File: config.mk
export PLATFORM = sky130hd
export DESIGN_NAME = grover_seq_ctrl
export DESIGN_NICKNAME = d
export VERILOG_FILES = /design/src/rtl/grover_seq_ctrl.sv
export SDC_FILE = /design/constraint.sdc
export NUM_CORES = 1
export LEC_CHECK = 0
export ABC_AREA = 1
export CORE_MARGIN = 2
export CORE_UTILIZATION = 40
export DETAILED_ROUTE_END_ITERATION = 7
export GPL_ROUTABILITY_DRIVEN = 0
export REMOVE_ABC_BUFFERS = 1
export SETUP_SLACK_MARGIN = 0.4
export SLEW_MARGIN = 10
export SYNTH_ARGS = -nofsm -noshare
export SYNTH_HDL_FRONTEND = slang
export SYNTH_SLANG_ARGS = --single-unit
File: constraint.sdc
create_clock -name clk -period 1.85 [get_ports clk]
set_clock_uncertainty 0.05 [all_clocks]
set_input_delay 0.185 -clock clk [delete_from_list [all_inputs] [get_ports clk]]
set_output_delay 0.185 -clock clk [all_outputs]
set_load 0.03 [all_outputs]
File: src/rtl/grover_seq_ctrl.sv
// Sequencer for the 3-qubit Grover amplitude bank: steps INIT -> (ORACLE -> DIFF) x n,
// driving the bank load enable and source mux, with a start/done handshake.
//
// state  | meaning
// IDLE   | waiting for start
// INIT   | loading uniform superposition
// ORACLE | loading oracle-marked amplitudes
// DIFF   | loading diffusion result, counts one iteration
// DONE   | one-cycle completion pulse
module grover_seq_ctrl #(
  parameter int NUM_ITER  = 2,
  parameter int STAGE_LAT = 1,
  parameter int ITER_W    = 4
) (
  input  logic              clk,
  input  logic              rst,
  input  logic              start,
  input  logic              abort,
  input  logic [ITER_W-1:0] iter_cfg,
  output logic              reg_en,
  output logic [1:0]        src_sel,
  output logic              busy,
  output logic              done,
  output logic [ITER_W-1:0] iter_cnt
);

  typedef enum logic [2:0] {
    S_IDLE,
    S_INIT,
    S_ORACLE,
    S_DIFF,
    S_DONE
  } state_t;

  localparam logic [7:0]        LAST_CNT  = 8'(STAGE_LAT - 1);
  localparam logic [ITER_W-1:0] DEF_ITER  = ITER_W'(NUM_ITER);
  localparam logic [ITER_W-1:0] ITER_ONE  = ITER_W'(1);

  state_t            state;
  logic [7:0]        wait_cnt;
  logic [ITER_W-1:0] n_iter;
  logic [ITER_W-1:0] iter_nxt;
  logic              stage;
  logic              commit;

  assign stage    = (state == S_INIT) || (state == S_ORACLE) || (state == S_DIFF);
  assign commit   = stage && (wait_cnt == LAST_CNT);
  assign iter_nxt = iter_cnt + ITER_ONE;

  // abort suppresses the bank load in the same cycle it is seen
  assign reg_en = commit && !abort;
  assign busy   = stage;
  assign done   = (state == S_DONE);

  always_comb begin
    src_sel = 2'd0;
    case (state)
      S_ORACLE: src_sel = 2'd1;
      S_DIFF:   src_sel = 2'd2;
      default:  src_sel = 2'd0;
    endcase
  end

  always_ff @(posedge clk) begin
    if (rst) begin
      state    <= S_IDLE;
      wait_cnt <= 8'd0;
      iter_cnt <= '0;
      n_iter   <= '0;
    end else begin
      case (state)
        S_IDLE: begin
          wait_cnt <= 8'd0;
          if (start) begin
            n_iter   <= (iter_cfg == '0) ? DEF_ITER : iter_cfg;
            iter_cnt <= '0;
            state    <= S_INIT;
          end
        end
        S_INIT, S_ORACLE, S_DIFF: begin
          if (abort) begin
            state    <= S_IDLE;
            wait_cnt <= 8'd0;
          end else if (commit) begin
            wait_cnt <= 8'd0;
            case (state)
              S_INIT:   state <= S_ORACLE;
              S_ORACLE: state <= S_DIFF;
              default: begin
                iter_cnt <= iter_nxt;
                state    <= (iter_nxt == n_iter) ? S_DONE : S_ORACLE;
              end
            endcase
          end else begin
            wait_cnt <= wait_cnt + 8'd1;
          end
        end
        S_DONE: begin
          wait_cnt <= 8'd0;
          state    <= S_IDLE;
        end
        default: begin
          wait_cnt <= 8'd0;
          state    <= S_IDLE;
        end
      endcase
    end
  end

endmodule

==> flow_summary_export.csv <==
group,metric,value,unit
sta,min_period,1.51,ns
global_routing,grt_pass1_wl,3.51,mm
detailed_routing,dr.pass1.iters,4,
flow_run,maxCapViolCount,0,
critical_path,cp_data_required_time,1.62,ns
critical_path,path_class,"reg2out",
logic_synthesis,yosysSeqAreaShare,0.358,
logic_synthesis,synth.area.top_cells,"dfxtp_1 (36%), nand2_1 (13%), nor2_1 (8.1%), inv_1 (7.4%), nand3_1 (5.7%)",
cts,htreeDepth,1,
sta,slew_headroom,0.788,
floorplan,io_pins,17,
floorplan,die_w,55.5,µm
logic_synthesis,synth_xor_area_frac,0.0330,
cts,cts.sinks,19,
worst_hold_path,min_to,"n_iter[2]",
logic_synthesis,yosys_warnings,0,
sta,max_freq,663,MHz
detailed_routing,drc,0,
pwr,ir_worst_vdd,0.777,mV
critical_path,crit_path_end_kind,"output pin",
logic_synthesis,synth_top_family_by_area,"simple AND/OR/NAND/NOR gates",
logic_synthesis,synth.area.mux_share,0,
final_layout,layout_commonest_cell,"nand2_1",
pwr,power.total,1.83,mW
logic_synthesis,synth_area,0.00106,mm²
pwr,p_per_area,1260,mW/mm²
cts,cts_tree,"done",
floorplan,start_util,0.425,
cts,clk_pin_slew,0.11,ns
sta,worst_pin_slew,0.318,ns
detailed_routing,vias,1003,
global_routing,antenna_found_initial,0,
global_routing,grt_overflow,0,
worst_hold_path,hold_path_depth,2,
detailed_routing,drt_iter0_drc,21,
logic_synthesis,synth_top_area_frac,0.358,
logic_synthesis,synth.avg_cell_area,6.90,µm²
critical_path,rr_worst_depth,12,
cts,cts_buffers,3,
logic_synthesis,ys_ff_latch,19,
logic_synthesis,synthCells,154,
final_layout,final_cell_area,0.00145,mm²
final_layout,syn_to_final_growth,36.3,%
placed_design,dpl_cell_area,0.00126,mm²
critical_path,start_kind,"flop",
logic_synthesis,yosysTopAreaCell,"dfxtp_1",
final_layout,final_cells,212,
logic_synthesis,synth-compound-area-share,0.0624,
sta,whs,0.433,ns
final_layout,diodes,0,
floorplan,rows,18,
sta,grt_setup_unrepaired,"yes",
critical_path,r2r_slack,0.45,ns
floorplan,core_area,0.00250,mm²
detailed_routing,ant_nets,0,
worst_hold_path,hold_path.class,"reg2reg",
logic_synthesis,synthAdderAreaFrac,0.0353,
sta,finalCritPeriodShare,0.815,
floorplan,die_h,55.5,µm
detailed_routing,viasPerCell,4.73,
sta,tns,0,ns
placed_design,dp.cells,200,
detailed_routing,wl_per_cell,10.5,µm
detailed_routing,wirelength,2.22,mm
cts,insertion_delay,0.30,ns
logic_synthesis,yosys.area_share.simple,0.430,
cts,cts_root_buf,"clkbuf_4",
critical_path,critPathMaxFanout,2,
sta,finalHoldViolations,0,
final_layout,drive_above_1_share,0.313,
cts,clockBufferDepth,2,
critical_path,r2r_end,"iter_cnt[2]",
worst_hold_path,min_from,"n_iter[2]",
placed_design,dp_hpwl,1.60,mm
outcome,status,"finished clean",
logic_synthesis,synth_cell_type_count,22,
critical_path,arrival,1.27,ns
floorplan,die-area,0.00308,mm²
sta,setup_viol_count_final,0,
pwr,leakage,0.658,nW
final_layout,layout.nets,194,
sta,slew_violations,0,
placed_design,io_buffers,16,
global_routing,grtUsageTotal,0.144,
global_routing,grt_max_degree,12,
final_layout,layout_common_cells,"nand2_1 (35), inv_1 (19), nor2_1 (19)",
cts,postCtsHoldBufs,0,
critical_path,timing.rr.start,"wait_cnt[1]",
global_routing,first_global_vias,827,
==> metrics by stage <==
step	setup slack, ns	util
after floorplan	0.288	-
after global placement	0.290	0.503
after detailed placement	0.260	0.503
after CTS	0.265	0.552
after global routing	0.258	0.579
final	0.342	0.579
==> cell families (layout without fill, tap and decap cells) <==
kind of cell	Yosys count	in the layout
and+or+nand+nor	93	93
AOI/OAI and AO/OA	12	12
buffers and inverters	23	51
adders and majority gates	3	3
DFF	19	19
xor gates and xnor gates	4	4
==> where the power goes <==
part | internal (mW) | switching (mW)
combinational | 0.394 | 0.628
clock | 0.0806 | 0.134
sequential | 0.500 | 0.0882
==> cell type report <==
cell class,instances,area (µm²)
fillers,247,1050
multi-input cells,112,696
flip-flops and latches,19,404
repair buffers,24,196
inverters,23,86.3
well taps,30,37.5
clock buffers,3,22.5
clock inverters,1,5.00
==> per-layer routing <==
layer,part of all wire,track usage
met1,0.48,0.196
met5,0,0
met4,0.022,0.0732
met2,0.46,0.218
met3,0.038,0.0234
==> cell usage after synthesis <==
master,instances
nand3_1,12
xor2_1,3
o21ai_0,3
nor2_2,1
inv_2,2
a21oi_1,7
a21oi_2,1
nor2_8,1
nor2_4,2
nand3_4,1
ha_1,3
dfxtp_1,19
nand2_2,4
inv_1,21
nand4_1,3
nor3_1,5
nor2_1,23
xnor2_1,1
nor3b_2,2
nand2_1,38
nand3b_1,1
a211oi_1,1
==> worst max-delay path by stage <==
stage                     slack (ns)        start  endpoint  cells past startpoint
final                           0.34  wait_cnt[1]    reg_en                      7
after global routing            0.26  wait_cnt[1]    reg_en                      7
after CTS                       0.27     state[0]      busy                      3
after detailed placement        0.26     state[1]      busy                      3
after global placement          0.29     state[1]      busy                      3
after floorplan                 0.29     state[1]    reg_en                      4
==> worst max-delay path: stages (launching register included) <==
cell,delay [ns]
dfxtp_2,0.34
inv_2,0.06
ha_4,0.13
nand2_4,0.04
nor2_4,0.09
nand2_2,0.07
nor2_2,0.10
buf_6,0.14
==> sequential cells by signal (all words and copies together), names as in the netlist <==
signal and count:
state 3, wait_cnt 8, iter_cnt 4, n_iter 4
==> timing repair <==
action,in CTS,in global routing
cloned,0,0
pin swaps,6,3
gates resized for setup,37,26
setup endpoints to repair,11,12
buffers inserted,7,1
(Power assumes the default switching activity.)
